### src/rtl/host_csr_pkg.sv
`default_nettype none
// +-----------------------------------------------------------------------------+
// | Module      : host_csr_pkg                                                  |
// | Description : Shared types and helpers for the host CSR channel arbiter.    |
// | Revision    : 1.0 - initial release                                         |
// +-----------------------------------------------------------------------------+
package host_csr_pkg;

    typedef enum logic [1:0] {
        ST_IDLE  = 2'd0,
        ST_ISSUE = 2'd1,
        ST_WAIT  = 2'd2
    } state_t;

    localparam logic [11:0] c_tohost_addr = 12'h780;

    function automatic int idx_w(input int n);
        return (n > 1) ? $clog2(n) : 1;
    endfunction

    // Owner values 0..NREQ-1 are clients, NREQ is the tohost poller.
    function automatic int owner_w(input int nreq);
        return idx_w(nreq + 1);
    endfunction

endpackage
`default_nettype wire

### src/rtl/host_csr_arbiter_rr_arbiter.sv
`default_nettype none
// +-----------------------------------------------------------------------------+
// | Module      : rr_arbiter                                                    |
// | Description : One-hot grant to the first request at or after ptr (mod NREQ).|
// | Revision    : 1.0 - initial release                                         |
// +-----------------------------------------------------------------------------+
module rr_arbiter
    import host_csr_pkg::*;
#(
    parameter int NREQ = 2
) (
    input  logic [NREQ-1:0]         req,
    input  logic [idx_w(NREQ)-1:0]  ptr,
    output logic [NREQ-1:0]         grant
);

    localparam int c_ptr_w = idx_w(NREQ);

    logic [c_ptr_w-1:0] w_idx;
    logic               w_found;

    always_comb begin
        grant   = '0;
        w_found = 1'b0;
        w_idx   = '0;
        for (int k = 0; k < NREQ; k++) begin
            w_idx = (int'(ptr) + k >= NREQ) ? c_ptr_w'(int'(ptr) + k - NREQ)
                                            : c_ptr_w'(int'(ptr) + k);
            if (!w_found && req[w_idx]) begin
                grant[w_idx] = 1'b1;
                w_found      = 1'b1;
            end
        end
    end

endmodule
`default_nettype wire

### src/rtl/host_csr_arbiter.sv
`default_nettype none
// +-----------------------------------------------------------------------------+
// | Module      : host_csr_arbiter                                              |
// | Description : Shares the host CSR channel between NREQ clients and a        |
// |               tohost poller; one transaction in flight at a time.           |
// | Revision    : 1.0 - initial release                                         |
// +-----------------------------------------------------------------------------+
module host_csr_arbiter
    import host_csr_pkg::*;
#(
    parameter int                NREQ          = 2,
    parameter int                ADDR_W        = 12,
    parameter int                DATA_W        = 64,
    parameter int                POLL_INTERVAL = 16,
    parameter logic [ADDR_W-1:0] TOHOST_ADDR   = ADDR_W'(c_tohost_addr),
    parameter int                TIMEOUT       = 1024
) (
    input  logic                     clk,
    input  logic                     reset,
    input  logic [NREQ-1:0]          cli_req_valid,
    output logic [NREQ-1:0]          cli_req_ready,
    input  logic [NREQ-1:0]          cli_req_rw,
    input  logic [NREQ*ADDR_W-1:0]   cli_req_addr,
    input  logic [NREQ*DATA_W-1:0]   cli_req_data,
    output logic [NREQ-1:0]          cli_rep_valid,
    output logic [DATA_W-1:0]        cli_rep_data,
    output logic                     host_req_valid,
    input  logic                     host_req_ready,
    output logic                     host_req_rw,
    output logic [ADDR_W-1:0]        host_req_addr,
    output logic [DATA_W-1:0]        host_req_data,
    input  logic                     host_rep_valid,
    input  logic [DATA_W-1:0]        host_rep_bits,
    output logic                     host_rep_ready,
    output logic                     exit_valid,
    output logic [30:0]              exit_code,
    output logic                     timeout_err
);

    localparam int c_ptr_w  = idx_w(NREQ);
    localparam int c_own_w  = owner_w(NREQ);
    localparam int c_pcnt_w = idx_w(POLL_INTERVAL);
    localparam int c_wcnt_w = idx_w(TIMEOUT);

    localparam logic [c_own_w-1:0]  c_owner_poll = c_own_w'(NREQ);
    localparam logic [c_ptr_w-1:0]  c_cli_last   = c_ptr_w'(NREQ - 1);
    localparam logic [c_pcnt_w-1:0] c_poll_last  = c_pcnt_w'(POLL_INTERVAL - 1);
    localparam logic [c_wcnt_w-1:0] c_wait_last  = c_wcnt_w'(TIMEOUT - 1);

    state_t              r_state;
    state_t              w_next_state;
    logic [c_ptr_w-1:0]  r_rr_ptr;
    logic [c_pcnt_w-1:0] r_poll_cnt;
    logic [c_wcnt_w-1:0] r_wait_cnt;
    logic [c_own_w-1:0]  r_owner;
    logic                r_rw;
    logic [ADDR_W-1:0]   r_addr;
    logic [DATA_W-1:0]   r_data;
    logic [NREQ-1:0]     r_rep_valid;
    logic [DATA_W-1:0]   r_rep_data;
    logic                r_exit_valid;
    logic [30:0]         r_exit_code;
    logic                r_timeout_err;

    logic [NREQ-1:0]     w_grant;
    logic [c_ptr_w-1:0]  w_grant_idx;
    logic [c_ptr_w-1:0]  w_owner_idx;
    logic [c_ptr_w-1:0]  w_ptr_next;
    logic                w_owner_is_poll;
    logic                w_poll_due;
    logic                w_take_cli;
    logic                w_take_poll;
    logic                w_rep_done;
    logic                w_timeout;

    logic [ADDR_W-1:0]   w_cli_addr [NREQ];
    logic [DATA_W-1:0]   w_cli_data [NREQ];

    for (genvar g = 0; g < NREQ; g++) begin : g_unpack
        assign w_cli_addr[g] = cli_req_addr[g*ADDR_W +: ADDR_W];
        assign w_cli_data[g] = cli_req_data[g*DATA_W +: DATA_W];
    end

    rr_arbiter #(
        .NREQ (NREQ)
    ) u_rr (
        .req   (cli_req_valid),
        .ptr   (r_rr_ptr),
        .grant (w_grant)
    );

    always_comb begin
        w_grant_idx = '0;
        for (int k = 0; k < NREQ; k++) begin
            if (w_grant[k]) begin
                w_grant_idx = c_ptr_w'(k);
            end
        end
    end

    assign w_owner_idx     = r_owner[c_ptr_w-1:0];
    assign w_owner_is_poll = (r_owner == c_owner_poll);
    assign w_ptr_next      = (w_owner_idx == c_cli_last) ? '0 : w_owner_idx + 1'b1;
    assign w_poll_due      = (r_poll_cnt == c_poll_last) && !r_exit_valid;

    always_ff @(posedge clk) begin
        if (!reset) begin
            r_state <= ST_IDLE;
        end else begin
            r_state <= w_next_state;
        end
    end

    // Handshake outputs are forced low while reset is held so that nothing is
    // accepted or acknowledged during reset.
    always_comb begin
        w_next_state   = r_state;
        cli_req_ready  = '0;
        host_req_valid = 1'b0;
        host_rep_ready = 1'b0;
        w_take_cli     = 1'b0;
        w_take_poll    = 1'b0;
        w_rep_done     = 1'b0;
        w_timeout      = 1'b0;
        case (r_state)
            ST_IDLE: begin
                if (|cli_req_valid) begin
                    cli_req_ready = w_grant;
                    w_take_cli    = 1'b1;
                    w_next_state  = ST_ISSUE;
                end else if (w_poll_due) begin
                    w_take_poll  = 1'b1;
                    w_next_state = ST_ISSUE;
                end
            end
            ST_ISSUE: begin
                host_req_valid = 1'b1;
                if (host_req_ready) begin
                    w_next_state = ST_WAIT;
                end
            end
            ST_WAIT: begin
                host_rep_ready = 1'b1;
                if (host_rep_valid) begin
                    w_rep_done   = 1'b1;
                    w_next_state = ST_IDLE;
                end else if (r_wait_cnt == c_wait_last) begin
                    w_timeout    = 1'b1;
                    w_next_state = ST_IDLE;
                end
            end
            default: w_next_state = ST_IDLE;
        endcase
        if (!reset) begin
            cli_req_ready  = '0;
            host_req_valid = 1'b0;
            host_rep_ready = 1'b0;
        end
    end

    always_ff @(posedge clk) begin
        if (!reset) begin
            r_rr_ptr      <= '0;
            r_poll_cnt    <= '0;
            r_wait_cnt    <= '0;
            r_owner       <= '0;
            r_rw          <= 1'b0;
            r_addr        <= '0;
            r_data        <= '0;
            r_rep_valid   <= '0;
            r_rep_data    <= '0;
            r_exit_valid  <= 1'b0;
            r_exit_code   <= '0;
            r_timeout_err <= 1'b0;
        end else begin
            r_rep_valid <= '0;
            case (r_state)
                ST_IDLE: begin
                    // A client beats a due poll; the counter then holds at its
                    // terminal value so the poll fires on the next free cycle.
                    if (w_take_cli) begin
                        r_owner <= c_own_w'(w_grant_idx);
                        r_rw    <= cli_req_rw[w_grant_idx];
                        r_addr  <= w_cli_addr[w_grant_idx];
                        r_data  <= w_cli_data[w_grant_idx];
                    end else if (w_take_poll) begin
                        r_owner    <= c_owner_poll;
                        r_rw       <= 1'b0;
                        r_addr     <= TOHOST_ADDR;
                        r_data     <= '0;
                        r_poll_cnt <= '0;
                    end else if (r_poll_cnt != c_poll_last) begin
                        r_poll_cnt <= r_poll_cnt + 1'b1;
                    end
                end
                ST_ISSUE: begin
                    r_wait_cnt <= '0;
                end
                ST_WAIT: begin
                    r_wait_cnt <= r_wait_cnt + 1'b1;
                    if (w_rep_done || w_timeout) begin
                        if (w_owner_is_poll) begin
                            if (w_rep_done && (host_rep_bits[31:0] != 32'd0)) begin
                                r_exit_valid <= 1'b1;
                                r_exit_code  <= host_rep_bits[31:1];
                            end
                        end else begin
                            r_rep_valid[w_owner_idx] <= 1'b1;
                            r_rep_data               <= w_rep_done ? host_rep_bits : '0;
                            r_rr_ptr                 <= w_ptr_next;
                        end
                        if (w_timeout) begin
                            r_timeout_err <= 1'b1;
                        end
                    end
                end
                default: ;
            endcase
        end
    end

    assign cli_rep_valid = r_rep_valid;
    assign cli_rep_data  = r_rep_data;
    assign host_req_rw   = r_rw;
    assign host_req_addr = r_addr;
    assign host_req_data = r_data;
    assign exit_valid    = r_exit_valid;
    assign exit_code     = r_exit_code;
    assign timeout_err   = r_timeout_err;

endmodule
`default_nettype wire
### config.mk
export PLATFORM = sky130hd
export DESIGN_NAME = host_csr_arbiter
export DESIGN_NICKNAME = d
export VERILOG_FILES = /design/src/rtl/host_csr_pkg.sv /design/src/rtl/host_csr_arbiter_rr_arbiter.sv /design/src/rtl/host_csr_arbiter.sv
export SDC_FILE = /design/constraint.sdc
export NUM_CORES = 1
export LEC_CHECK = 0
export CORE_MARGIN = 10
export CORE_UTILIZATION = 31
export CTS_CLUSTER_DIAMETER = 100
export DETAILED_ROUTE_END_ITERATION = 8
export SYNTH_ARGS = -nofsm -noshare
export SYNTH_HDL_FRONTEND = slang
export SYNTH_SLANG_ARGS = --single-unit
export TNS_END_PERCENT = 30
### constraint.sdc
create_clock -name clk -period 2.7 [get_ports clk]
set_input_delay 0.54 -clock clk [delete_from_list [all_inputs] [get_ports clk]]
set_output_delay 0.54 -clock clk [all_outputs]
set_load 0.01 [all_outputs]
==> flow_metrics.tcl <==
set metrics [dict create \
    status "finished, final reports clean" \
    clock_path_buffers 2 \
    period_needed_ns 2.52 \
    dp_cells 1609 \
    cpPeakStageDelay_ns 0.56 \
    rsz0062_at_grt "no" \
    path_delay_family "buffers and inverters" \
    layout_setup_ws_ns 0.179 \
    cts_setup_buffers 0 \
    ys_seq_area_frac 0.466 \
    routed_via_density 4.98 \
    grt_pass1_wl_um 50600 \
    synth_edf_count 0 \
    std_cell_rows 60 \
    finalSetupViolCount 0 \
    p_leak_uw 0.00486 \
    synth-compound-area-share 0.245 \
    synth_nets 1154 \
    finClkSkew_ns 0.0157 \
    drtIter0Drc 524 \
    nFillCells 2528 \
    slowest_stage "clkdlybuf4s50_1" \
    grt_max_degree 147 \
    layout_common_cells "clkdlybuf4s50_1 (401), dfxtp_1 (195), nand2_1 (150)" \
    cts_tree "built" \
    max_slew_margin 0.532 \
    multiInputGateArea_um2 4080 \
    final_nets 1518 \
    vias 8209 \
    antenna_found_initial 7 \
    gr-total-overflow 0 \
    drc 0 \
    fmax_mhz 397 \
    hold_violations 0 \
    synthMuxAreaShare 0.0460 \
    hp-class "reg -> reg" \
    die-area_um2 34000 \
    wl_per_cell_um 21.0 \
    tightestPinTransition_ns 0.702 \
    gp_congestion 0.798 \
    syn_avg_cell_area_um2 9.08 \
    crit_fanout 6 \
    die_w_um 184 \
    critPathCaptureType "output port" \
    start_util 0.313 \
    worstPathRequired_ns 2.16 \
    ant_nets 0 \
    grt_pass1_vias 8023 \
    yosys_most_used_dff "dfxtp_1" \
    io_buffer_count 403 \
    crit_arrival_ns 1.98 \
    async_flop_share 0 \
    drive_above_1_share 0.0538 \
    yosys_warnings 0 \
    postCtsHoldBufs 0 \
    core-area_um2 26800 \
    synthXorXnorAreaFrac 0.0104 \
    grt_usage 0.193 \
    clock-root-buffer "clkbuf_16" \
    holdWs_ns 0.452 \
    report.final.slew_viol_count 0 \
    path_buf_inv 2 \
    syn_inst 923 \
    ioPinCount 404 \
    cp-start-kind "flop" \
    maxCapViolCount 0 \
    dr.pass1.iters 5 \
    clkTransAtPathRegs_ns 0.09 \
    fin_cells 1647 \
    final_common_cell "clkdlybuf4s50_1" \
    cts.sinks 195 \
    tns_ns 0 \
    crit_type "reg -> out" \
    ir_worst_vdd_mv 0.467 \
    synth-simple-area-share 0.170 \
    ys_ff_latch 195 \
    die_h_um 184 \
    seqCellArea_um2 3900 \
    syn_area_um2 8380 \
    synth-adder-area-share 0.0104 \
    synth_top_family_by_area "compound AO/OA/AOI/OAI gates" \
    area_growth_pct 59.5 \
    crit_path_cell_trace "inv_1 -> ha_2 -> nand3_1 -> a21oi_1 -> clkdlybuf4s50_1" \
    dp_worst_setup_slack_ns 0.179 \
    htreeDepth 4 \
    synth_cell_type_count 50 \
    p_per_area_nw_per_um2 681 \
    cts_made_buffers 17 \
    period_share 0.934 \
    wl_um 34600 \
    place_hpwl_um 25300 \
    clock_latency_ns 0.43 \
]
flip-flops by register name (all words and copies together), names as in the netlist:
register and flops:
r_state 2, exit_valid 1, cli_rep_data 64, r_owner 2
host_req_addr 12, r_wait_cnt 10, host_req_rw 1, r_rr_ptr 1
r_poll_cnt 4, host_req_data 64, cli_rep_valid 2, exit_code 31
timeout_err 1
routing by layer:
metal  global-route usage  share of wire  wire, um
met1                0.222           0.39     13600
met2                0.301           0.45     15700
met3                0.109           0.14      4690
met4               0.0521          0.016       544
met5                    0        0.00038        13
path summary, 6_finish.rpt:
path	slack (ns)	to	startpoint	depth (start not counted)
setup / recovery	0.18	cli_req_ready[0]	r_state[0]	5
hold reg to reg	0.45	host_req_addr[3]	host_req_addr[3]	2
hold / removal	0.45	host_req_addr[3]	host_req_addr[3]	2
setup reg to reg	0.84	host_req_data[1]	r_state[0]	7
cell usage after synthesis, types with 2 or more instances:
master	instances	area share
dfxtp_1	195	0.47
nand2_1	150	0.067
a21oi_1	77	0.046
o21ai_1	74	0.044
a21o_1	73	0.065
nand3b_1	73	0.065
a22o_1	64	0.067
clkbuf_1	45	0.020
mux2i_1	34	0.041
buf_2	14	0.0084
nor2_1	14	0.0063
buf_4	11	0.0098
nand3_1	8	0.0048
nor4_1	8	0.0060
ha_1	7	0.010
xor2_1	7	0.0073
buf_6	6	0.0081
inv_1	6	0.0027
buf_1	5	0.0022
and4_1	4	0.0042
mux2_1	4	0.0054
o221a_1	4	0.0054
and2_1	3	0.0022
and3_1	3	0.0022
nand4_1	3	0.0022
nor2b_1	3	0.0022
xnor2_1	3	0.0031
nand2b_1	2	0.0015
nor3_1	2	0.0012
power by group:
part	switching [uW]	internal (uW)	total, uW
logic	1500	1590	3090
clock network	1310	1250	2560
registers	204	3250	3450
cells by family after synthesis:
group / Yosys count
buf+inv: 89
simple gates: 278
fa+ha+maj: 7
mux: 38
compound gates: 306
xor+xnor: 10
flops: 195
tightest hold or removal path, stage by stage, from the launching register on:
cell and delay (ns):
dfxtp_1 0.31, nand2_1 0.05, a21oi_1 0.05
through the flow:
stage,cell area (um2),utilization,total power (uW)
floorplan,8380,-,4990
global placement,12800,0.477,6620
detailed placement,12800,0.477,6640
CTS,13400,0.498,9220
global route,13400,0.499,9590
finish,13400,0.499,9110
cell type report:
type | count | share of cell area
Clock buffer | 18 | 0.0321
Antenna cell | 6 | 0.00112
Clock inverter | 14 | 0.0114
Inverter | 7 | 0.00196
Sequential cell | 195 | 0.292
Timing Repair Buffer | 427 | 0.325
Multi-Input combinational cell | 639 | 0.305
Tap cell | 341 | 0.0319
timing repair:
action | in CTS | in global routing
setup endpoints to repair | 0 | 2
hold endpoints to repair | 0 | 0
resized for setup | 0 | 1
Note: power is estimated with default switching activity, not from simulation.
